**src/rtl/mem_burst_ctrl.sv**
```systemverilog
// Line-transfer controller between the cache and a single-port delayed main
// memory. Accepts one line fill or writeback of BURST_LEN words, drives the
// memory for the whole burst and answers with a one-cycle response pulse.
module mem_burst_ctrl #(
    parameter int BURST_LEN    = 4,
    parameter int DELAY_CYCLES = 10
) (
    input  logic                   CLK,
    input  logic                   RST,
    input  logic                   REQ_VALID,
    output logic                   REQ_READY,
    input  logic                   REQ_WRITE,
    input  logic [31:0]            REQ_ADDR,
    input  logic [32*BURST_LEN-1:0] REQ_WDATA,
    output logic                   RSP_VALID,
    output logic [32*BURST_LEN-1:0] RSP_RDATA,
    output logic                   MEM_RE,
    output logic                   MEM_WE,
    output logic [31:0]            MEM_ADDR,
    output logic [31:0]            MEM_DIN,
    input  logic                   MEM_VALID,
    input  logic [31:0]            MEM_DOUT
);

    localparam int BEAT_W    = $clog2(BURST_LEN);
    // Long enough for a burst aborted by reset to run out in the memory.
    localparam int DRAIN_LEN = DELAY_CYCLES + BURST_LEN + 2;
    localparam int DRAIN_W   = $clog2(DRAIN_LEN);
    localparam logic [31:0] ALIGN_MASK = ~(32'(BURST_LEN) - 32'd1);

    typedef enum logic [2:0] {
        S_DRAIN,
        S_IDLE,
        S_READ,
        S_WRITE,
        S_DONE
    } state_t;

    state_t              state;
    logic [DRAIN_W-1:0]  drain_cnt;
    logic [BEAT_W-1:0]   beat;
    logic [BEAT_W-1:0]   next_beat;
    logic                last_beat;
    logic [31:0]         base;
    // Holds the write line during a writeback and collects beats during a fill.
    logic [31:0]         line_buf [BURST_LEN];

    assign REQ_READY = (state == S_IDLE);
    assign next_beat = beat + BEAT_W'(1);
    assign last_beat = (beat == BEAT_W'(BURST_LEN - 1));

    // Line buffer: load the write line on accept, capture read beats in a fill.
    // NOTE: pure datapath storage has no reset; every word is rewritten before
    // it is used, and keeping it out of the reset tree lets it map to plain flops/RAM.
    always_ff @(posedge CLK) begin
        if (state == S_IDLE && REQ_VALID) begin
            for (int i = 0; i < BURST_LEN; i++) begin
                line_buf[i] <= REQ_WDATA[32*i +: 32];
            end
        end else if (state == S_READ && MEM_VALID) begin
            line_buf[beat] <= MEM_DOUT;
        end
    end

    // Control FSM with registered memory and response outputs.
    // NOTE: every register here is assigned with <= so all of them see the
    // values from before the edge, exactly as the flops will in hardware.
    always_ff @(posedge CLK or negedge RST) begin
        if (!RST) begin
            state     <= S_DRAIN;
            drain_cnt <= '0;
            beat      <= '0;
            base      <= '0;
            MEM_RE    <= 1'b0;
            MEM_WE    <= 1'b0;
            MEM_ADDR  <= '0;
            MEM_DIN   <= '0;
            RSP_VALID <= 1'b0;
            RSP_RDATA <= '0;
        end else begin
            case (state)
                S_DRAIN: begin
                    if (drain_cnt == DRAIN_W'(DRAIN_LEN - 1)) begin
                        state <= S_IDLE;
                    end else begin
                        drain_cnt <= drain_cnt + DRAIN_W'(1);
                    end
                end

                S_IDLE: begin
                    if (REQ_VALID) begin
                        base     <= REQ_ADDR & ALIGN_MASK;
                        MEM_ADDR <= REQ_ADDR & ALIGN_MASK;
                        beat     <= '0;
                        if (REQ_WRITE) begin
                            MEM_WE  <= 1'b1;
                            MEM_DIN <= REQ_WDATA[31:0];
                            state   <= S_WRITE;
                        end else begin
                            MEM_RE  <= 1'b1;
                            state   <= S_READ;
                        end
                    end
                end

                S_READ, S_WRITE: begin
                    if (MEM_VALID) begin
                        if (last_beat) begin
                            // Drop the enables on the final beat so the memory
                            // never sees a request once its burst ends.
                            MEM_RE    <= 1'b0;
                            MEM_WE    <= 1'b0;
                            RSP_VALID <= 1'b1;
                            state     <= S_DONE;
                            if (state == S_READ) begin
                                for (int i = 0; i < BURST_LEN; i++) begin
                                    RSP_RDATA[32*i +: 32] <= (BEAT_W'(i) == beat) ? MEM_DOUT
                                                                                  : line_buf[i];
                                end
                            end
                        end else begin
                            beat     <= next_beat;
                            MEM_ADDR <= base + 32'(next_beat);
                            if (state == S_WRITE) begin
                                MEM_DIN <= line_buf[next_beat];
                            end
                        end
                    end
                end

                S_DONE: begin
                    RSP_VALID <= 1'b0;
                    state     <= S_IDLE;
                end

                default: begin
                    state <= S_DRAIN;
                end
            endcase
        end
    end

endmodule

```
**config.mk**
```make
export PLATFORM = sky130hd
export DESIGN_NAME = mem_burst_ctrl
export DESIGN_NICKNAME = d
export VERILOG_FILES = /design/src/rtl/mem_burst_ctrl.sv
export SDC_FILE = /design/constraint.sdc
export NUM_CORES = 1
export LEC_CHECK = 0
export BUFFER_PORTS_ARGS = -buffer_cell sky130_fd_sc_hd__buf_4
export CAP_MARGIN = 20
export CORE_ASPECT_RATIO = 0.7
export CORE_UTILIZATION = 58
export DETAILED_ROUTE_END_ITERATION = 8
export PLACE_DENSITY = 0.86
export SKIP_LAST_GASP = 1
export SLEW_MARGIN = 20
export SYNTH_ARGS = -nofsm -noshare
export SYNTH_HDL_FRONTEND = slang
export SYNTH_SLANG_ARGS = --single-unit
```
**constraint.sdc**
```tcl
create_clock -name CLK -period 6.35 [get_ports CLK]
set_input_delay 0.3175 -clock CLK [delete_from_list [all_inputs] [get_ports CLK]]
set_output_delay 0.3175 -clock CLK [all_outputs]
set_load 0.01 [all_outputs]
```
==> flow_metrics.env <==
export IMPL_min_from="REQ_ADDR[24]"
export IMPL_p_int_mw=6.02
export IMPL_path_clk_slew_ns=0.06
export IMPL_cts_sinks=360
export IMPL_r2r_end="RSP_RDATA[127]"
export IMPL_ant_nets=0
export IMPL_yosysTopAreaCellShare=0.370
export IMPL_hold_end="base[24]"
export IMPL_p_per_area_mw_per_mm2=482
export IMPL_ios=393
export IMPL_row_count=49
export IMPL_grt_pass1_wl_um=74000
export IMPL_slew_headroom=0.216
export IMPL_cp_end_kind="register"
export IMPL_max_vdd_ir_drop_mv=0.381
export IMPL_htree_levels=2
export IMPL_ys_types=37
export IMPL_cp_start_kind="register"
export IMPL_track_usage=0.354
export IMPL_cts_tree="done"
export IMPL_clk_latency_ns=0.51
export IMPL_met1_usage=0.450
export IMPL_hp_class="in -> reg"
export IMPL_grt_overflow_total=0
export IMPL_dieWidth_um=199
export IMPL_fin_skew_ns=0.0142
export IMPL_status="finished, final reports clean"
export IMPL_die_h_um=140
export IMPL_viasPerCell=5.81
export IMPL_dr_pass1_iters=6
export IMPL_yosysSeqAreaShare=0.615
export IMPL_tightest_slew_ns=1.18
export IMPL_worst_r2r_cell_count=6
export IMPL_synth_edf_count=128
export IMPL_pwr_share_clk=0.214
export IMPL_grt_busiest_layer="met2"
export IMPL_cp_max_fo=78
export IMPL_finish_net_count=2097
export IMPL_cp_arrival_ns=4.04
export IMPL_rsz0062_at_grt="no"
export IMPL_r2r_slack_ns=2.73
export IMPL_swShare=0.371
export IMPL_finalCritPeriodShare=0.570
export IMPL_synthesis_area_mm2=0.0157
export IMPL_synth_flop_cell="dfrtp_1"
export IMPL_cts_resized=0
export IMPL_yosys_top_cells_area="dfrtp_1 (37%), edfxtp_1 (24%), nand2_1 (15%)"
export IMPL_route_detailed_drc=0
export IMPL_fillers=1683
export IMPL_critical_path_required_ns=6.77
export IMPL_area_delta_synth_final_pct=26.6
export IMPL_dp_hpwl_um=30400
export IMPL_power_net_switching_mw=3.56
export IMPL_place_ws_ns=2.75
export IMPL_synth_cells=1562
export IMPL_power_mw=9.57
export IMPL_fmax_ghz=0.276
export IMPL_dieArea_mm2=0.0277
export IMPL_setup_viol=0
export IMPL_synthArstFlopShare=0.644
export IMPL_core_area_mm2=0.0261
export IMPL_hold_viol=0
export IMPL_met2_usage=0.584
export IMPL_initial_core_util=0.601
export IMPL_avgRoutedWirePerCell_um=21.4
export IMPL_via_count=13266
export IMPL_p_comb_frac=0.383
export IMPL_leakage_nw=9.45
export IMPL_dpl_cell_count=2217
export IMPL_drtIter0Drc=1146
export IMPL_synthMostInstantiatedCell="nand2_1"
export IMPL_wirelength_um=48900
export IMPL_yosysTopAreaCell="dfrtp_1"
export IMPL_numPortBuffers=390
export IMPL_worstSetupPathType="reg -> reg"
export IMPL_stdcell_count=2283
export IMPL_synth_area_per_cell_um2=10.0
export IMPL_fin_crit_ns=3.62
export IMPL_power_frac_seq=0.403
export IMPL_numCtsBuffers=35
export IMPL_synth_net_count=1761
export IMPL_r2r_start="MEM_ADDR[0]"
export IMPL_clk_path_buf_depth=3
export IMPL_drv_slew=0
export IMPL_gp_congestion=0.850
export IMPL_drive_above_1_share=0.261
export IMPL_whs_path_depth=3
export IMPL_setup_tns_ns=0
export IMPL_crit_start="MEM_ADDR[0]"
export IMPL_synth_seq_cells=360
export IMPL_grt_max_degree=162
export IMPL_synth_commonest_cells="nand2_1 (643), dfrtp_1 (232), edfxtp_1 (128)"
export IMPL_setup_ws_ns=2.73
export IMPL_yosysWarnings=0
export IMPL_grt_pass1_vias=13372
export IMPL_cts_root_buf="clkbuf_16"
export IMPL_drv_cap=0
export IMPL_use_met3=0.0858
export IMPL_antenna_found_initial=3
## through the flow
step,hold WS (ns),instance area [um2],util
global placement,0.319,18700,0.718
detailed placement,0.335,18700,0.718
finish,0.0175,19900,0.761
CTS,0.00597,19900,0.760
global route,0.00293,19900,0.761
floorplan,0.0219,15700,-
## power groups by stage
stage	Clock (mW)	Combinational, mW	Sequential (mW)
floorplan	0	1.84	3.95
global placement	0	3.48	3.83
detailed placement	0	3.61	3.87
CTS	2.05	3.65	3.85
global route	2.14	3.95	3.94
finish	2.04	3.67	3.86
## how the worst max path moves through the flow
stage                            endpoint  slack (ns)
after floorplan            line_buf[2][0]        4.07
after global placement    line_buf[0][21]        2.83
after detailed placement   RSP_RDATA[112]        2.75
after CTS                  line_buf[0][9]        2.74
after global routing       RSP_RDATA[127]        2.46
final                      RSP_RDATA[127]        2.73
## cells in the final DEF, fill, tap and decap left out, types with 33 or more instances in the layout
| cell type | n |
|---|---|
| a31oi_1 | 63 |
| clkbuf_16 | 37 |
| o21ai_1 | 43 |
| nor2_1 | 65 |
| nand2_1 | 638 |
| mux2i_1 | 33 |
| dfrtp_1 | 231 |
| edfxtp_1 | 128 |
| o21ai_0 | 122 |
| buf_4 | 401 |
## per-layer routing
layer / vias to the layer above / part of all wire
met3: 141 / 0.11
li1: 5864 / -
met1: 6459 / 0.37
met2: 800 / 0.48
met4: 2 / 0.038
met5: - / 0.00027
## logic make-up after synthesis
logic type | after synthesis | share of synthesized area
adders and majority gates | 2 | 0.00159
and+or+nand+nor | 760 | 0.192
muxes | 66 | 0.0677
buffers and inverters | 137 | 0.0397
AOI/OAI and AO/OA | 234 | 0.0822
DFF | 360 | 0.615
xor gates and xnor gates | 3 | 0.00167
## area by class of cell
| type | instances | area (um2) | area share |
|---|---|---|---|
| Inverter | 32 | 120 | 0.00604 |
| Multi-Input combinational cell | 1065 | 5490 | 0.276 |
| Sequential cell | 360 | 9650 | 0.486 |
| Antenna cell | 2 | 5.00 | 0.000252 |
| Clock buffer | 53 | 1030 | 0.0516 |
| Clock inverter | 10 | 76.3 | 0.00384 |
| Tap cell | 357 | 447 | 0.0225 |
| Timing Repair Buffer | 404 | 3060 | 0.154 |
## repair_timing
item	CTS	global route
hold buffers	1	0
endpoints found under the hold margin	71	0
buffers inserted	0	0
## critical path, cell delays in order, from the launching register on
cell and delay [ns]:
dfrtp_2 0.77, buf_4 0.57, ha_2 0.39, and2_4 0.76, buf_4 0.60, o21ai_0 0.22
o21ai_1 0.17
## registers in the layout, summed over array words and instances, names as in the netlist
name / count
RSP_RDATA: 128
line_buf: 128
MEM_ADDR: 32
MEM_DIN: 32
base: 30
drain_cnt: 4
state: 3
MEM_RE: 1
MEM_WE: 1
RSP_VALID: 1
No activity file was read; power rests on OpenSTA's default activity.
